[src/rtl/instr_fetch_pkg.sv]
// Shared types for the instruction fetch requester: FSM state encoding,
// outstanding-counter width and the response record returned to the bench.
package instr_fetch_pkg;

    typedef enum logic [1:0] {
        FS_IDLE,
        FS_FETCH,
        FS_DRAIN
    } fetch_state_e;

    // Largest supported MAX_OUTSTANDING; the counter is sized for it.
    localparam int MAX_OUTSTANDING_LIMIT = 8;
    localparam int OST_W = $clog2(MAX_OUTSTANDING_LIMIT + 1);

    typedef struct packed {
        logic [31:0] addr;
        logic [31:0] data;
        logic        err;
    } fetch_rsp_t;

endpackage

[src/rtl/instr_fetch_gen_if.sv]
// Instruction-side OBI bus bundle between the fetch requester (master)
// and the instruction memory model (slave).
interface instr_fetch_gen_if;
    logic        instr_req;
    logic [31:0] instr_addr;
    logic        instr_gnt;
    logic        instr_rvalid;
    logic [31:0] instr_rdata;
    logic        instr_err;

    modport master (
        output instr_req, instr_addr,
        input  instr_gnt, instr_rvalid, instr_rdata, instr_err
    );

    modport slave (
        input  instr_req, instr_addr,
        output instr_gnt, instr_rvalid, instr_rdata, instr_err
    );
endinterface

[src/rtl/fetch_addr_fifo.sv]
// In-order address FIFO for granted fetches; head is the oldest
// unanswered address. Push and pop may occur together, also when full.
module fetch_addr_fifo #(
    parameter int DEPTH = 2,
    parameter int WIDTH = 32
) (
    input  logic             clk,
    input  logic             rst_n,
    input  logic             i_push,
    input  logic             i_pop,
    input  logic [WIDTH-1:0] i_wdata,
    output logic             o_full,
    output logic             o_empty,
    output logic [WIDTH-1:0] o_head
);
    localparam int PTR_W = (DEPTH > 1) ? $clog2(DEPTH) : 1;
    localparam int CNT_W = $clog2(DEPTH + 1);
    localparam logic [PTR_W-1:0] LAST  = PTR_W'(DEPTH - 1);
    localparam logic [CNT_W-1:0] FULLC = CNT_W'(DEPTH);

    logic [WIDTH-1:0] r_mem [DEPTH];
    logic [PTR_W-1:0] r_wr;
    logic [PTR_W-1:0] r_rd;
    logic [CNT_W-1:0] r_cnt;

    // Storage, wrap-around pointers and fill count.
    always_ff @(posedge clk or negedge rst_n) begin
        if (!rst_n) begin
            for (int i = 0; i < DEPTH; i++) r_mem[i] <= '0;
            r_wr  <= '0;
            r_rd  <= '0;
            r_cnt <= '0;
        end else begin
            if (i_push) begin
                r_mem[r_wr] <= i_wdata;
                r_wr        <= (r_wr == LAST) ? '0 : r_wr + 1'b1;
            end
            if (i_pop) begin
                r_rd <= (r_rd == LAST) ? '0 : r_rd + 1'b1;
            end
            r_cnt <= r_cnt + CNT_W'(i_push) - CNT_W'(i_pop);
        end
    end

    assign o_full  = (r_cnt == FULLC);
    assign o_empty = (r_cnt == '0);
    assign o_head  = r_mem[r_rd];
endmodule

[src/rtl/instr_fetch_gen.sv]
// Instruction fetch requester: issues sequential word fetches on OBI with
// bounded outstanding transactions and returns each response tagged with
// its request address.
// Optional macro INSTR_FETCH_GEN_ASSERT_EN compiles OBI protocol assertions.
module instr_fetch_gen
    import instr_fetch_pkg::*;
#(
    parameter int MAX_OUTSTANDING = 2,
    parameter int CNT_W           = 16
) (
    input  logic                 clk,
    input  logic                 rst_n,
    input  logic                 start,
    input  logic [31:0]          start_addr,
    input  logic [CNT_W-1:0]     fetch_cnt,
    input  logic                 stop_on_err,
    input  logic                 abort,
    output logic                 busy,
    output logic                 done,
    instr_fetch_gen_if.master    obi,
    output logic                 rsp_valid,
    output logic [31:0]          rsp_addr,
    output logic [31:0]          rsp_data,
    output logic                 rsp_err,
    output logic [15:0]          err_cnt,
    output logic                 proto_err
);
    localparam logic [OST_W-1:0] MAX_O = OST_W'(MAX_OUTSTANDING);

    fetch_state_e     r_state;
    logic [31:0]      r_addr;
    logic [CNT_W-1:0] r_remaining;
    logic [OST_W-1:0] r_outst;
    logic             r_req;
    logic             r_done;
    logic             r_err_seen;
    logic             r_proto_err;
    logic [15:0]      r_err_cnt;
    logic             r_rsp_valid;
    fetch_rsp_t       r_rsp;

    logic             w_fifo_full;
    logic             w_fifo_empty;
    logic [31:0]      w_head;
    logic             w_push;
    logic             w_pop;
    logic             w_rsp_err;
    logic             w_stop;
    logic [OST_W-1:0] w_outst_nxt;
    logic [CNT_W-1:0] w_rem_nxt;
    logic             w_req_ok;
    logic             w_fetch_end;

    // A grant can only be taken while a slot is free; req is never raised otherwise.
    assign w_push      = r_req & obi.instr_gnt & (~w_fifo_full | w_pop);
    assign w_pop       = obi.instr_rvalid & ~w_fifo_empty;
    assign w_rsp_err   = w_pop & obi.instr_err;
    assign w_stop      = abort | (stop_on_err & (r_err_seen | w_rsp_err));
    assign w_outst_nxt = r_outst + OST_W'(w_push) - OST_W'(w_pop);
    assign w_rem_nxt   = r_remaining - CNT_W'(w_push);
    assign w_req_ok    = (w_rem_nxt != '0) && (w_outst_nxt < MAX_O) && !w_stop;
    // Leave FETCH only when no request is left hanging on the bus.
    assign w_fetch_end = ((w_rem_nxt == '0) || w_stop) && (!r_req || obi.instr_gnt);

    fetch_addr_fifo #(
        .DEPTH (MAX_OUTSTANDING),
        .WIDTH (32)
    ) u_addr_fifo (
        .clk     (clk),
        .rst_n   (rst_n),
        .i_push  (w_push),
        .i_pop   (w_pop),
        .i_wdata (r_addr),
        .o_full  (w_fifo_full),
        .o_empty (w_fifo_empty),
        .o_head  (w_head)
    );

    // Run sequencing FSM with all bus, status and response outputs registered.
    always_ff @(posedge clk or negedge rst_n) begin
        if (!rst_n) begin
            r_state     <= FS_IDLE;
            r_addr      <= '0;
            r_remaining <= '0;
            r_outst     <= '0;
            r_req       <= 1'b0;
            r_done      <= 1'b0;
            r_err_seen  <= 1'b0;
            r_proto_err <= 1'b0;
            r_err_cnt   <= '0;
            r_rsp_valid <= 1'b0;
            r_rsp       <= '0;
        end else begin
            r_done  <= 1'b0;
            r_outst <= w_outst_nxt;

            if (w_pop) begin
                r_rsp_valid <= 1'b1;
                r_rsp       <= '{addr: w_head, data: obi.instr_rdata, err: obi.instr_err};
            end else begin
                r_rsp_valid <= 1'b0;
            end

            if (w_rsp_err) begin
                r_err_seen <= 1'b1;
                if (r_err_cnt != 16'hFFFF) r_err_cnt <= r_err_cnt + 16'd1;
            end

            if (obi.instr_rvalid && w_fifo_empty) r_proto_err <= 1'b1;

            case (r_state)
                FS_IDLE: begin
                    if (start) begin
                        if (fetch_cnt != '0) begin
                            r_state     <= FS_FETCH;
                            r_addr      <= start_addr & ~32'h3;
                            r_remaining <= fetch_cnt;
                            r_err_cnt   <= '0;
                            r_err_seen  <= 1'b0;
                        end else begin
                            r_done <= 1'b1;
                        end
                    end
                end
                FS_FETCH: begin
                    if (w_push) begin
                        r_addr      <= r_addr + 32'd4;
                        r_remaining <= w_rem_nxt;
                    end
                    if (w_fetch_end) begin
                        r_state <= FS_DRAIN;
                        r_req   <= 1'b0;
                    end else if (!r_req || obi.instr_gnt) begin
                        r_req <= w_req_ok;
                    end
                end
                FS_DRAIN: begin
                    if (r_outst == '0) begin
                        r_state <= FS_IDLE;
                        r_done  <= 1'b1;
                    end
                end
                default: r_state <= FS_IDLE;
            endcase
        end
    end

    assign busy           = (r_state != FS_IDLE);
    assign done           = r_done;
    assign obi.instr_req  = r_req;
    assign obi.instr_addr = r_addr;
    assign rsp_valid      = r_rsp_valid;
    assign rsp_addr       = r_rsp.addr;
    assign rsp_data       = r_rsp.data;
    assign rsp_err        = r_rsp.err;
    assign err_cnt        = r_err_cnt;
    assign proto_err      = r_proto_err;

`ifdef INSTR_FETCH_GEN_ASSERT_EN
    // OBI forbids retracting a request before it is granted.
    a_req_hold: assert property (@(posedge clk) disable iff (!rst_n)
        (r_req && !obi.instr_gnt) |=> r_req)
        else $error("instr_req dropped before gnt");

    // Address must not move while waiting for grant.
    a_addr_hold: assert property (@(posedge clk) disable iff (!rst_n)
        (r_req && !obi.instr_gnt) |=> $stable(r_addr))
        else $error("instr_addr changed while req && !gnt");

    // Outstanding count must respect the configured bound.
    a_outst_max: assert property (@(posedge clk) disable iff (!rst_n)
        r_outst <= MAX_O)
        else $error("outstanding exceeds MAX_OUTSTANDING");

    // A response cannot arrive in the same cycle as its own grant.
    a_rvalid_same_gnt: assert property (@(posedge clk) disable iff (!rst_n)
        !(obi.instr_rvalid && r_req && obi.instr_gnt && (r_outst == '0)))
        else $error("rvalid in the same cycle as its own grant");
`endif
endmodule
[src/flat_wrapper.sv]
// flat-port wrapper written by rule: the top's interface ports become plain ports
module instr_fetch_gen_flat import instr_fetch_pkg::*;
#(
    parameter int MAX_OUTSTANDING = 2,
    parameter int CNT_W           = 16
)
  (clk, rst_n, start, start_addr, fetch_cnt, stop_on_err, abort, busy, done, rsp_valid, rsp_addr, rsp_data, rsp_err, err_cnt, proto_err, obi_instr_req, obi_instr_addr, obi_instr_gnt, obi_instr_rvalid, obi_instr_rdata, obi_instr_err);
  instr_fetch_gen_if obi_i ();
  input  logic clk;
  input  logic rst_n;
  input  logic start;
  input  logic [31:0] start_addr;
  input  logic [CNT_W-1:0] fetch_cnt;
  input  logic stop_on_err;
  input  logic abort;
  output logic busy;
  output logic done;
  output logic rsp_valid;
  output logic [31:0] rsp_addr;
  output logic [31:0] rsp_data;
  output logic rsp_err;
  output logic [15:0] err_cnt;
  output logic proto_err;
  output wire logic [$bits(obi_i.instr_req)-1:0] obi_instr_req;
  output wire logic [$bits(obi_i.instr_addr)-1:0] obi_instr_addr;
  input wire logic [$bits(obi_i.instr_gnt)-1:0] obi_instr_gnt;
  input wire logic [$bits(obi_i.instr_rvalid)-1:0] obi_instr_rvalid;
  input wire logic [$bits(obi_i.instr_rdata)-1:0] obi_instr_rdata;
  input wire logic [$bits(obi_i.instr_err)-1:0] obi_instr_err;
  assign obi_instr_req = obi_i.instr_req;
  assign obi_instr_addr = obi_i.instr_addr;
  assign obi_i.instr_gnt = obi_instr_gnt;
  assign obi_i.instr_rvalid = obi_instr_rvalid;
  assign obi_i.instr_rdata = obi_instr_rdata;
  assign obi_i.instr_err = obi_instr_err;
  instr_fetch_gen #(.MAX_OUTSTANDING(MAX_OUTSTANDING), .CNT_W(CNT_W)) u_core (.clk(clk), .rst_n(rst_n), .start(start), .start_addr(start_addr), .fetch_cnt(fetch_cnt), .stop_on_err(stop_on_err), .abort(abort), .busy(busy), .done(done), .obi(obi_i), .rsp_valid(rsp_valid), .rsp_addr(rsp_addr), .rsp_data(rsp_data), .rsp_err(rsp_err), .err_cnt(err_cnt), .proto_err(proto_err));
endmodule
[config.mk]
export PLATFORM = sky130hd
export DESIGN_NAME = instr_fetch_gen_flat
export DESIGN_NICKNAME = d
export VERILOG_FILES = /design/src/rtl/instr_fetch_pkg.sv /design/src/rtl/instr_fetch_gen_if.sv /design/src/rtl/fetch_addr_fifo.sv /design/src/rtl/instr_fetch_gen.sv /design/src/flat_wrapper.sv
export SDC_FILE = /design/constraint.sdc
export NUM_CORES = 1
export LEC_CHECK = 0
export CAP_MARGIN = 30
export CELL_PAD_IN_SITES_DETAIL_PLACEMENT = 0
export CELL_PAD_IN_SITES_GLOBAL_PLACEMENT = 1
export CORE_UTILIZATION = 25
export DETAILED_ROUTE_END_ITERATION = 16
export HOLD_SLACK_MARGIN = 0.1
export PLACE_DENSITY = 0.62
export SLEW_MARGIN = 30
export SYNTH_ARGS = -nofsm -noshare
export SYNTH_HDL_FRONTEND = slang
export SYNTH_HIERARCHICAL = 1
export SYNTH_SLANG_ARGS = --single-unit
[constraint.sdc]
create_clock -name clk -period 4.63 [get_ports clk]
set_input_delay 0.926 -clock clk [delete_from_list [all_inputs] [get_ports clk]]
set_output_delay 0.926 -clock clk [all_outputs]
set_load 0.1 [all_outputs]
==> impl_metrics.tcl <==
set metrics [dict create \
    clock_latency_ps 550 \
    rrSetupSlack_ps 1720 \
    grt_pass1_vias 7909 \
    fillerInstances 3981 \
    tightest_slew_ps 1030 \
    drtIter0Drc 349 \
    wl_per_cell_um 16.9 \
    area_growth_pct 34.3 \
    maxCapViolations 0 \
    hold_path_class "primary input to asynchronous set/reset pin" \
    num_vias 7889 \
    r2r_cells 11 \
    grtUsageTotal_pct 14.4 \
    grt_setup_unrepaired "false" \
    grt-ovfl-total 0 \
    diodes 0 \
    io_buffers 201 \
    cp.arrival_ps 2480 \
    clk_pin_slew_ps 60 \
    drv_slew 0 \
    slowest_stage "clkdlybuf4s50_1" \
    crit_required_ps 3700 \
    clockRootBuffer "clkbuf_16" \
    cts_resized 0 \
    cts_buffers 27 \
    finalInstanceArea_um2 13400 \
    slew_headroom_pct 31.4 \
    outcome "finished, final reports clean" \
    cpPeakStageDelay_ps 1130 \
    critPathLaunchType "flip-flop" \
    synth_seq_cells 206 \
    ctsHtreeMaxLevel 1 \
    r2r-end "u_core/r_state[1]" \
    nets 1287 \
    synth_area_um2 9960 \
    fin_crit_ps 3400 \
    gp_congestion 0.749 \
    die_y_um 202 \
    multi_input_area_um2 4480 \
    grt_pass1_wl_um 46500 \
    ys_seq_area_share_pct 51.7 \
    antenna_found_initial 2 \
    place.detailed.hpwl_um 19500 \
    drt-total-wl_um 29200 \
    postLayoutCoreUtil_pct 34.3 \
    avgSynthCellArea_um2 10.0 \
    clockBufferDepth 3 \
    synth.distinct_cells 73 \
    postSynth.asyncResetShare_pct 100 \
    path_class "flip-flop to output port" \
    cts_tree "done" \
    drive_above_1_share_pct 16.6 \
    ant_nets 0 \
    cp-end-kind "output port" \
    postCtsSetupBuffers 0 \
    synth-main-ff-cell "dfrtp_1" \
    vias_per_cell 4.58 \
    whs_ps 296 \
    fin_crit_sh_pct 73.5 \
    placed_area_um2 12500 \
    hold_buffers 0 \
    syn_inst 992 \
    fmax_mhz 294 \
    startpoint "u_core/r_state[1]" \
    io_pins 206 \
    finalSetupViolCount 0 \
    seqCellArea_um2 5160 \
    grt_start_max_net_pins 117 \
    dieWidth_um 202 \
    die-area_um2 40700 \
    fin_worst_skew_ps 16.3 \
    drcViolationCount 0 \
    drt_pre_antenna_iters 4 \
    critical_path.cell_chain "or2_2 -> clkdlybuf4s50_1" \
    cts_sinks 206 \
    hold_violations 0 \
    yosysWarnings 6 \
    reg2reg_from "u_core/u_addr_fifo/r_cnt[1]" \
    synth-edff-count 0 \
    start_util_pct 25.5 \
    core_um2 39000 \
    tns_ps 0 \
    cp_max_fo 10 \
    rows 72 \
]
-- final cells by class --
type / count / share of cell area [%]
Inverter: 20 / 0.561
Timing Repair Buffer: 216 / 15.8
Sequential cell: 206 / 38.5
Clock buffer: 42 / 6.07
Clock inverter: 7 / 0.682
Multi-Input combinational cell: 715 / 33.5
Tap cell: 518 / 4.84
-- routing by layer --
metal,global-route usage (%),up-vias,part of all wire [%]
met5,0,-,0.038
li1,-,3834,-
met2,22.1,199,44
met4,4.22,2,2.8
met1,20.3,3807,48
met3,3.24,47,5.2
-- state kept, by name, indices dropped and copies added (netlist names), 2 cells and up --
name and count:
u_core/u_addr_fifo/r_mem 64, u_core/r_state 2, u_core/rsp_addr 32, u_core/r_outst 4
u_core/u_addr_fifo/r_cnt 2, u_core/rsp_data 32, u_core/obi.instr_addr 30, u_core/err_cnt 16
u_core/r_remaining 16
-- synthesized netlist by cell type (17+ instances only) --
master / count / area share (%)
xor2_1: 17 / 1.5
dfrtp_1: 206 / 52
nand3_1: 25 / 1.3
clkbuf_1: 33 / 1.2
a21oi_1: 69 / 3.5
mux2_2: 88 / 9.9
nand2_1: 247 / 9.3
o21ai_0: 33 / 1.7
o22ai_1: 20 / 1.3
nor2_1: 51 / 1.9
inv_1: 19 / 0.72
-- cells in the final DEF (no fill, tap or decap), types with 3 or more instances in the layout --
cell type,n
xnor2_1,7
a22oi_1,4
xor2_1,17
and3_1,7
nor2_1,49
and2_1,3
clkbuf_8,8
mux2_2,88
nor3_1,11
a2bb2oi_1,12
nand4_2,3
nand3_1,25
a21oi_1,69
o22ai_1,20
clkdlybuf4s50_1,188
a211oi_1,3
clkbuf_1,7
buf_2,12
a31oi_1,7
a21o_1,3
nor2b_1,3
dfrtp_1,205
buf_4,12
nand2b_1,6
o21ai_0,33
clkinv_2,3
nor4_1,5
conb_1,6
nand2_1,246
ha_1,12
nand4_1,12
clkbuf_16,27
and4_1,5
inv_1,19
o21ai_1,3
mux2_4,8
-- critical path: cells and delay by family (launching register included) --
kind | cells | cell delay [ps]
and+or+nand+nor | 1 | 220
DFF | 1 | 580
buffers and inverters | 1 | 1130
-- worst max path at each step --
stage,endpoint,slack [ps],cells past startpoint
floorplan,u_core/r_state[1],1290,11
global placement,u_core/r_state[1],760,11
detailed placement,u_core/r_state[1],720,11
CTS,busy,1180,2
global route,u_core/r_state[1],1010,11
finish,busy,1230,2
-- stage by stage --
| step | instances | worst slack, ps |
|---|---|---|
| 3_5_place_dp | 1674 | 716 |
| 2_1_floorplan | 997 | 1290 |
| 5_1_grt | 1724 | 1010 |
| 4_1_cts | 1723 | 1180 |
| 3_3_place_gp | 1674 | 761 |
| 6_report | 1724 | 1230 |
-- cells by family after synthesis --
| logic type | count (synthesis) | share of synthesized area (%) |
|---|---|---|
| simple gates | 407 | 19.2 |
| flops | 206 | 51.7 |
| compound gates | 167 | 10.1 |
| mux | 98 | 11.4 |
| buf+inv | 76 | 3.78 |
| xor+xnor | 24 | 2.11 |
| fa+ha+maj | 13 | 1.71 |
| other cells | 1 | 0.0376 |
Power is not shown: default switching activity piles up to over one toggle a cycle in this logic, so the estimate is an artifact.
